**src/rtl/voice_arbiter.sv**
```systemverilog
// voice_arbiter: places each latched three-slot note event onto three note players, one slot
// per cycle. Build option VOICE_STEAL_EN pre-empts the oldest voice instead of dropping a slot.
module voice_arbiter #(
   parameter int unsigned NoteW = 6,
   parameter int unsigned AgeW  = 8
) (
   input  logic               clk_i,
   input  logic               rst_ni,
   input  logic               play_i,
   input  logic               beat_i,
   input  logic               new_note_i,
   input  logic [3*NoteW-1:0] notes_in_i,
   input  logic [3*NoteW-1:0] durations_in_i,
   input  logic [2:0]         voice_done_i,
   output logic               ready_o,
   output logic [2:0]         load_voice_o,
   output logic [3*NoteW-1:0] voice_note_o,
   output logic [3*NoteW-1:0] voice_duration_o,
   output logic [2:0]         busy_o,
   output logic               dropped_o
);

   localparam logic [AgeW-1:0] AgeMax = {AgeW{1'b1}};

   typedef enum logic [0:0] {StIdle, StDispatch} state_e;

   state_e                state_q, state_d;
   logic [1:0]            slot_q, slot_d;
   logic [2:1][NoteW-1:0] ev_note_q, ev_note_d;
   logic [2:1][NoteW-1:0] ev_dur_q, ev_dur_d;
   logic [2:0]            loaded_q, loaded_d;
   logic [2:0]            busy_q, busy_d;
   logic [2:0]            done_prev_q;
   logic [2:0][AgeW-1:0]  age_q, age_d;
   logic [2:0][NoteW-1:0] lane_note_q, lane_note_d;
   logic [2:0][NoteW-1:0] lane_dur_q, lane_dur_d;
   logic [2:0]            load_q, load_d;
   logic                  dropped_q, dropped_d;
   logic                  init_q;

   logic [2:0][NoteW-1:0] notes_in_v, durs_in_v;
   logic                  sel_en;
   logic [NoteW-1:0]      sel_note, sel_dur;
   logic [2:0]            cand, free, pick;
   logic [2:0]            done_rise;
`ifdef VOICE_STEAL_EN
   logic [AgeW-1:0]       best_age;
   logic                  have_best;
`endif

   assign notes_in_v = notes_in_i;
   assign durs_in_v  = durations_in_i;
   assign done_rise  = voice_done_i & ~done_prev_q;

   // The slot decided at this edge shows its load pulse in the following cycle, so slot0 is
   // taken straight from the inputs when the event is accepted.
   always_comb begin
      sel_en   = 1'b0;
      sel_note = notes_in_v[0];
      sel_dur  = durs_in_v[0];
      cand     = 3'b111;
      unique case (state_q)
         StIdle: sel_en = new_note_i;
         StDispatch: begin
            sel_en = (slot_q != 2'd2);
            cand   = ~loaded_q;
            if (slot_q == 2'd0) begin
               sel_note = ev_note_q[1];
               sel_dur  = ev_dur_q[1];
            end else begin
               sel_note = ev_note_q[2];
               sel_dur  = ev_dur_q[2];
            end
         end
         default: ;
      endcase
   end

   assign free = ~busy_q & cand;

   always_comb begin
      pick = 3'b000;
`ifdef VOICE_STEAL_EN
      best_age  = '0;
      have_best = 1'b0;
`endif
      if (free[0]) begin
         pick = 3'b001;
      end else if (free[1]) begin
         pick = 3'b010;
      end else if (free[2]) begin
         pick = 3'b100;
      end
`ifdef VOICE_STEAL_EN
      // Strict compare keeps ties on the lowest index.
      if (free == 3'b000) begin
         for (int i = 0; i < 3; i++) begin
            if (cand[i] && (!have_best || age_q[i] > best_age)) begin
               pick      = 3'b000;
               pick[i]   = 1'b1;
               best_age  = age_q[i];
               have_best = 1'b1;
            end
         end
      end
`endif
   end

   always_comb begin
      state_d     = state_q;
      slot_d      = slot_q;
      ev_note_d   = ev_note_q;
      ev_dur_d    = ev_dur_q;
      loaded_d    = loaded_q;
      lane_note_d = lane_note_q;
      lane_dur_d  = lane_dur_q;
      load_d      = 3'b000;
      dropped_d   = 1'b0;

      unique case (state_q)
         StIdle: begin
            if (new_note_i) begin
               state_d   = StDispatch;
               slot_d    = 2'd0;
               ev_note_d = notes_in_v[2:1];
               ev_dur_d  = durs_in_v[2:1];
               loaded_d  = 3'b000;
            end
         end
         StDispatch: begin
            if (slot_q == 2'd2) begin
               state_d = StIdle;
            end else begin
               slot_d = slot_q + 2'd1;
            end
         end
         default: state_d = StIdle;
      endcase

      if (sel_en && (sel_dur != '0)) begin
         if (pick != 3'b000) begin
            load_d   = pick;
            loaded_d = loaded_d | pick;
            for (int i = 0; i < 3; i++) begin
               if (pick[i]) begin
                  lane_note_d[i] = sel_note;
                  lane_dur_d[i]  = sel_dur;
               end
            end
         end else begin
            dropped_d = 1'b1;
         end
      end
   end

   // A load in the same cycle as a done edge keeps the voice busy.
   always_comb begin
      busy_d = (busy_q & ~done_rise) | load_d;
      age_d  = age_q;
      for (int i = 0; i < 3; i++) begin
         if (load_d[i]) begin
            age_d[i] = '0;
         end else if (beat_i && busy_q[i] && (age_q[i] != AgeMax)) begin
            age_d[i] = age_q[i] + 1'b1;
         end
      end
   end

   always_ff @(posedge clk_i or negedge rst_ni) begin
      if (!rst_ni) begin
         state_q     <= StIdle;
         slot_q      <= 2'd0;
         ev_note_q   <= '0;
         ev_dur_q    <= '0;
         loaded_q    <= 3'b000;
         busy_q      <= 3'b000;
         done_prev_q <= 3'b000;
         age_q       <= '0;
         lane_note_q <= '0;
         lane_dur_q  <= '0;
         load_q      <= 3'b000;
         dropped_q   <= 1'b0;
         init_q      <= 1'b0;
      end else begin
         state_q     <= state_d;
         slot_q      <= slot_d;
         ev_note_q   <= ev_note_d;
         ev_dur_q    <= ev_dur_d;
         loaded_q    <= loaded_d;
         busy_q      <= busy_d;
         done_prev_q <= voice_done_i;
         age_q       <= age_d;
         lane_note_q <= lane_note_d;
         lane_dur_q  <= lane_dur_d;
         load_q      <= load_d;
         dropped_q   <= dropped_d;
         init_q      <= 1'b1;
      end
   end

   // init_q holds ready low until the first clock after reset release.
   assign ready_o          = init_q & (state_q == StIdle) & play_i & (busy_q != 3'b111);
   assign load_voice_o     = load_q;
   assign voice_note_o     = lane_note_q;
   assign voice_duration_o = lane_dur_q;
   assign busy_o           = busy_q;
   assign dropped_o        = dropped_q;

endmodule

```
**config.mk**
```make
export PLATFORM = sky130hd
export DESIGN_NAME = voice_arbiter
export DESIGN_NICKNAME = d
export VERILOG_FILES = /design/src/rtl/voice_arbiter.sv
export SDC_FILE = /design/constraint.sdc
export NUM_CORES = 1
export LEC_CHECK = 0
export ABC_AREA = 1
export BUFFER_PORTS_ARGS = -buffer_cell sky130_fd_sc_hd__clkbuf_2
export CAP_MARGIN = 20
export CORE_ASPECT_RATIO = 1.25
export CORE_MARGIN = 3
export CORE_UTILIZATION = 25
export DETAILED_ROUTE_END_ITERATION = 10
export PLACE_DENSITY_LB_ADDON = 0.08
export SLEW_MARGIN = 20
export SYNTH_ARGS = -nofsm -noshare
export SYNTH_HDL_FRONTEND = slang
export SYNTH_SLANG_ARGS = --single-unit
```
**constraint.sdc**
```tcl
create_clock -name clk_i -period 3.1 [get_ports clk_i]
set_input_delay 0 -clock clk_i [delete_from_list [all_inputs] [get_ports clk_i]]
set_output_delay 0 -clock clk_i [all_outputs]
set_load 0.01 [all_outputs]
```
==> results.toml, run 1 <==
[power_and_ir_drop]
seq_power_share_pct = 35.2
p_per_area_nw_per_um2 = 1090
power_frac_clock_pct = 21.4
p_leak_nw = 2.47
internal_power_mw = 2.83
combPwrFrac_pct = 43.4
switching_share_pct = 42.6
p_sw_mw = 2.10
peakVddDrop_v = 0.000294

[grt]
gr-max-usage-layer = "met2"
gr-usage-met2_pct = 21.4
grt_pass1_wl_mm = 15.3
met1_usage_pct = 17.6
grt_start_max_net_pins = 78
grt_util_met3_pct = 3.66
grt.total_usage_pct = 13.4
overflow = 0
grt_pass1_vias = 2892
antenna_found_initial = 0

[setup_path]
end_kind = "flip-flop"
path_class = "flip-flop to flip-flop"
cp_slowest_cell = "dfrtp_1"
critPathLaunch = "state_q"
reg2reg_to = "voice_note_o[10]"
path_max_fanout = 23
crit_top_cell = "nand2_1"
startpoint_type = "flip-flop"
rrSetupSlack_ns = 0.58
max_stage_delay_ns = 0.79
rr_startpoint = "state_q"
path_cells = "inv_2 -> or2_1 -> nand2_2 -> nand3_2 -> nand2_1 -> nand2_1"
reg2reg_depth = 6
crit_arrival_ns = 2.75
required_ns = 3.32

[drt]
drc_errors = 0
vias = 2909
routed_wl_mm = 9.54
vias_per_cell = 4.30
ant_nets = 0
wire_per_inst_um = 14.1
firstDrtPassIters = 5
drtIter0Drc = 76

[sta]
report.final.setup_viol = 0
slew_violations = 0
skew_ns = 0.00490
slew_headroom_pct = 51.0
fin_crit_ns = 2.52
fmax_ghz = 0.396
tightest_slew_ns = 0.735
finalWorstSetupSlack_ns = 0.577
rsz0062_at_grt = "false"
timing.final.crit_share_pct = 81.4
finalHoldViolCount = 0
tns_ns = 0

[floorplan]
pin_count = 88
coreArea_um2 = 12900
dieArea_um2 = 15000
start_util_pct = 26.1
die_h_um = 136
rows = 46
die_w_um = 110

[worst_hold_path]
min_to = "voice_note_o[16]"
min_path_type = "primary input to flip-flop"
min_path_cells = 5
hold_start = "notes_in_i[4]"

[placement]
dp_slack_ns = 0.490
portBuffers = 86
place.gp.congestion = 0.733
place_hpwl_mm = 6.49

[cells_and_area]
layout.nets = 550
area_growth_pct = 33.1
drive_above_1_share_pct = 24.6
antenna_cells = 0
num-fill-cells = 1412

[clock_network]
htree_num_levels = 3
cts_buffers = 9
worstSkewPairLatency_ns = 0.33
cts_repair_resize_count = 0
clock_path_buffers = 2
root_buffer = "clkbuf_16"
cts_tree = "done"
clk_pin_slew_ns = 0.06
clock_sinks = 77

[yosys]
syn_nets = 441
synth.distinct_cells = 25
ys_seq_area_share_pct = 56.9
synth-seq-cells = 77
synth_top_area_share_pct = 56.9
yosys_warnings = 0
syn-cell-area_um2 = 3390
netlist_instances = 395
yosys-top-cells-area = "dfrtp_1 (57%), nand2_1 (20%), nand4_1 (6.7%)"
syn_area_per_cell_um2 = 8.57
yosys.area.top_type = "dfrtp_1"

[run_status]
status = "completed"

[run]
cap_violations = 0
## final cells by class
cell class / instances / area, um^2 / area share (%)
Clock buffer: 11 / 243 / 5.39
Clock inverter: 5 / 50.0 / 1.11
Inverter: 22 / 82.6 / 1.83
Multi-Input combinational cell: 273 / 1220 / 27.2
Sequential cell: 77 / 1930 / 42.8
Tap cell: 168 / 210 / 4.66
Timing Repair Buffer: 121 / 769 / 17.1
## kinds of logic after synthesis
| kind of cell | after synthesis | synth area share, % |
|---|---|---|
| AOI/OAI and AO/OA | 23 | 3.73 |
| adders and majority gates | 2 | 0.739 |
| buffers and inverters | 45 | 6.91 |
| DFF | 77 | 56.9 |
| other | 1 | 0.111 |
| and+or+nand+nor | 247 | 31.6 |
## worst max-delay path by stage
| stage | end | slack, ns | cells past startpoint |
|---|---|---|---|
| after floorplan | voice_note_o[0] | 1.37 | 14 |
| after global placement | voice_duration_o[14] | 0.54 | 6 |
| after detailed placement | voice_note_o[10] | 0.49 | 6 |
| after CTS | voice_duration_o[11] | 0.47 | 6 |
| after global routing | voice_note_o[7] | 0.25 | 6 |
| final | voice_note_o[10] | 0.58 | 6 |
## stage by stage
step                power (mW)  cell area, um^2  instances  hold WS, ns  util (%)
detailed placement        3.93             3930        633        0.129      30.3
global route              5.39             4510        677        0.128      34.8
floorplan                 3.19             3390        395       -0.296         -
CTS                       5.03             4500        677       0.0980      34.8
finish                    4.93             4510        677        0.107      34.8
global placement          3.90             3930        633        0.126      30.3
## flip-flops by register name, indices dropped and copies added, names as in the netlist
name,count
state_q,1
ev_note_q,12
init_q,1
busy_o,3
load_voice_o,3
done_prev_q,3
voice_note_o,18
voice_duration_o,18
loaded_q,3
slot_q,2
ev_dur_q,12
dropped_o,1
## per-layer routing
metal | share of wire (%) | routed length, um
met5 | 0 | 0
met4 | 1.4 | 129
met3 | 4.7 | 452
met2 | 48 | 4530
met1 | 46 | 4420
## critical path: cells and delay by family (launching register included)
| family | cells | cell delay, ns |
|---|---|---|
| buffers and inverters | 1 | 0.27 |
| flip-flops | 1 | 0.79 |
| AND/OR/NAND/NOR | 5 | 1.33 |
## power groups by stage
stage          Clock, mW  Combinational, mW  Sequential (mW)
2_1_floorplan          0               1.40             1.79
3_3_place_gp           0               2.14             1.76
3_5_place_dp           0               2.17             1.76
4_1_cts             1.08               2.20             1.74
5_1_grt             1.13               2.47             1.79
6_report            1.06               2.14             1.73
## cell usage after synthesis
cell and n:
nand2_1 182, dfrtp_1 77, nand4_1 36, inv_1 14, buf_2 10, o21ai_0 10, o21ai_1 9, inv_2 8
nand3_1 8, nor2_1 8, buf_6 5, or2_1 5, buf_4 4, clkbuf_1 3, nand3_2 3, ha_1 2
nand2_2 2, nor2_2 2, a21oi_1 1, a21oi_2 1, a31oi_1 1, buf_1 1, conb_1 1, nor3_1 1
o21bai_2 1
## timing repair
item | in CTS | in global routing
endpoints found under the hold margin | 107 | 0
setup buffers | 0 | 0
hold buffers | 28 | 0
## cell usage in the layout (no fill, tap or decap), drive strengths merged
cell type / count
ha: 2
nand3: 11
nor2: 10
a31oi: 1
dlygate4sd3: 28
dfrtp: 77
conb: 1
nand4: 36
buf: 8
inv: 22
or2: 5
clkbuf: 96
bufinv: 1
nor3: 1
clkinv: 4
o21ai: 19
o21bai: 1
nand2: 184
a21oi: 2
Note: power is estimated with default switching activity, not from simulation.
==> run 2: changes to the inputs <==
- clock period: 3.1 -> 2.16 ns (I/O delays scaled with it)
==> results.toml, run 2 (same netlist as run 1, synthesis figures left out) <==
[cells_and_area]
drive_above_1_share_pct = 25.8
ff_latch_area_um2 = 1930
multi_input_area_um2 = 1270
post-route-util_pct = 35.5
final_cell_mix = "nand2_1 (182), clkbuf_2 (85), dfrtp_1 (77)"
layout.nets = 559
antenna_cells = 0
final_common_cell = "nand2_1"
num-fill-cells = 1395
area_growth_pct = 35.8

[floorplan]
coreArea_um2 = 12900
die_w_um = 110
dieArea_um2 = 15000
rows = 46
start_util_pct = 26.1
pin_count = 88
die_h_um = 136

[sta]
rsz0062_at_grt = "false"
slew_violations = 0
report.final.setup_viol = 0
finalHoldViolCount = 0
timing.final.crit_share_pct = 91.5
tns_ns = 0
tightest_slew_ns = 0.539
fin_crit_ns = 1.98
skew_ns = 0.00512
fmax_ghz = 0.506
slew_headroom_pct = 64.1

[setup_path]
crit_arrival_ns = 2.21
end_kind = "flip-flop"
startpoint_type = "flip-flop"
path_class = "flip-flop to flip-flop"
critPathLaunch = "slot_q[0]"
rr_startpoint = "slot_q[0]"
required_ns = 2.39
path_max_fanout = 15

[power_and_ir_drop]
p_per_area_nw_per_um2 = 1560
p_leak_nw = 2.51
power_mw = 7.15
peakVddDrop_v = 0.000497

[drt]
wire_per_inst_um = 14.1
ant_nets = 0
drtIter0Drc = 99
vias = 2973
drc_errors = 0
vias_per_cell = 4.35
routed_wl_mm = 9.67
firstDrtPassIters = 4

[grt]
grt_pass1_wl_mm = 15.8
grt_start_max_net_pins = 43
overflow = 0
grt.total_usage_pct = 13.7
antenna_found_initial = 0
grt_pass1_vias = 3089

[clock_network]
root_buffer = "clkbuf_16"
cts_buffers = 9
clk_pin_slew_ns = 0.06
worstSkewPairLatency_ns = 0.33
clock_path_buffers = 2
htree_num_levels = 3
clock_sinks = 77
cts_tree = "done"

[worst_hold_path]
min_path_type = "primary input to flip-flop"
hold_start = "notes_in_i[3]"

[run]
cap_violations = 0

[run_status]
status = "completed"

[placement]
portBuffers = 86
place.gp.congestion = 0.727
place_hpwl_mm = 6.67
run 2: path summary, 6_finish.rpt:
path                                    endpoint  slack (ns)  depth (start not counted)
worst max-delay path             load_voice_o[2]        0.18                         12
worst min register to register  voice_note_o[17]        0.47                          2
worst max register to register   load_voice_o[2]        0.18                         12
worst min-delay path             voice_note_o[9]        0.09                          5
min in group asynchronous        load_voice_o[2]        0.18                          2
max in group asynchronous        voice_note_o[0]        1.37                          3
run 2: worst max-delay path, stage by stage, from the launching register on:
cell and delay, ns:
dfrtp_1 0.37, inv_1 0.07, ha_1 0.25, buf_4 0.18, nand2_1 0.06, nand3_1 0.07, nand2_1 0.13, nand2_1 0.08
nor2_2 0.15, nand2_4 0.12, nand3_4 0.23, buf_4 0.16, inv_2 0.02
run 2: cell type report:
type                       instances  share of cell area, %
tap                              168                   4.57
clock inverter                     2                  0.218
multi-input combinational        274                   27.5
clock buffer                      12                   5.58
timing repair buffer             129                   18.3
sequential                        77                   41.9
inverter                          22                   1.85
run 2: per-stage QoR:
| stage | instances | worst slack, ns | hold WS, ns | cell area, um^2 |
|---|---|---|---|---|
| 6_report | 684 | 0.184 | 0.0866 | 4600 |
| 4_1_cts | 680 | 0.0212 | 0.0966 | 4530 |
| 5_1_grt | 684 | 0.0192 | 0.119 | 4600 |
| 2_1_floorplan | 395 | 0.426 | -0.296 | 3390 |
| 3_3_place_gp | 638 | 0.0758 | 0.0151 | 3980 |
| 3_5_place_dp | 638 | 0.0403 | 0.0171 | 3980 |
run 2: power breakdown:
group | internal [mW] | switching, mW | total, mW
registers | 2.09 | 0.362 | 2.46
logic | 1.17 | 2.14 | 3.31
clock network | 0.824 | 0.560 | 1.38
run 2: routing by layer:
metal,GRT usage (%),share of wire (%),routed length (um),vias up
met5,0,0,0,-
met4,5.07,1.2,119,0
met3,3.42,5.4,518,11
met2,22.3,49,4690,73
met1,17.5,45,4340,1394
li1,-,-,-,1495
run 2: timing repair:
item,CTS,global route
setup endpoints to repair,0,43
gates resized for setup,0,7
buffers inserted,0,3
hold buffers,28,0
endpoints found under the hold margin,65,0
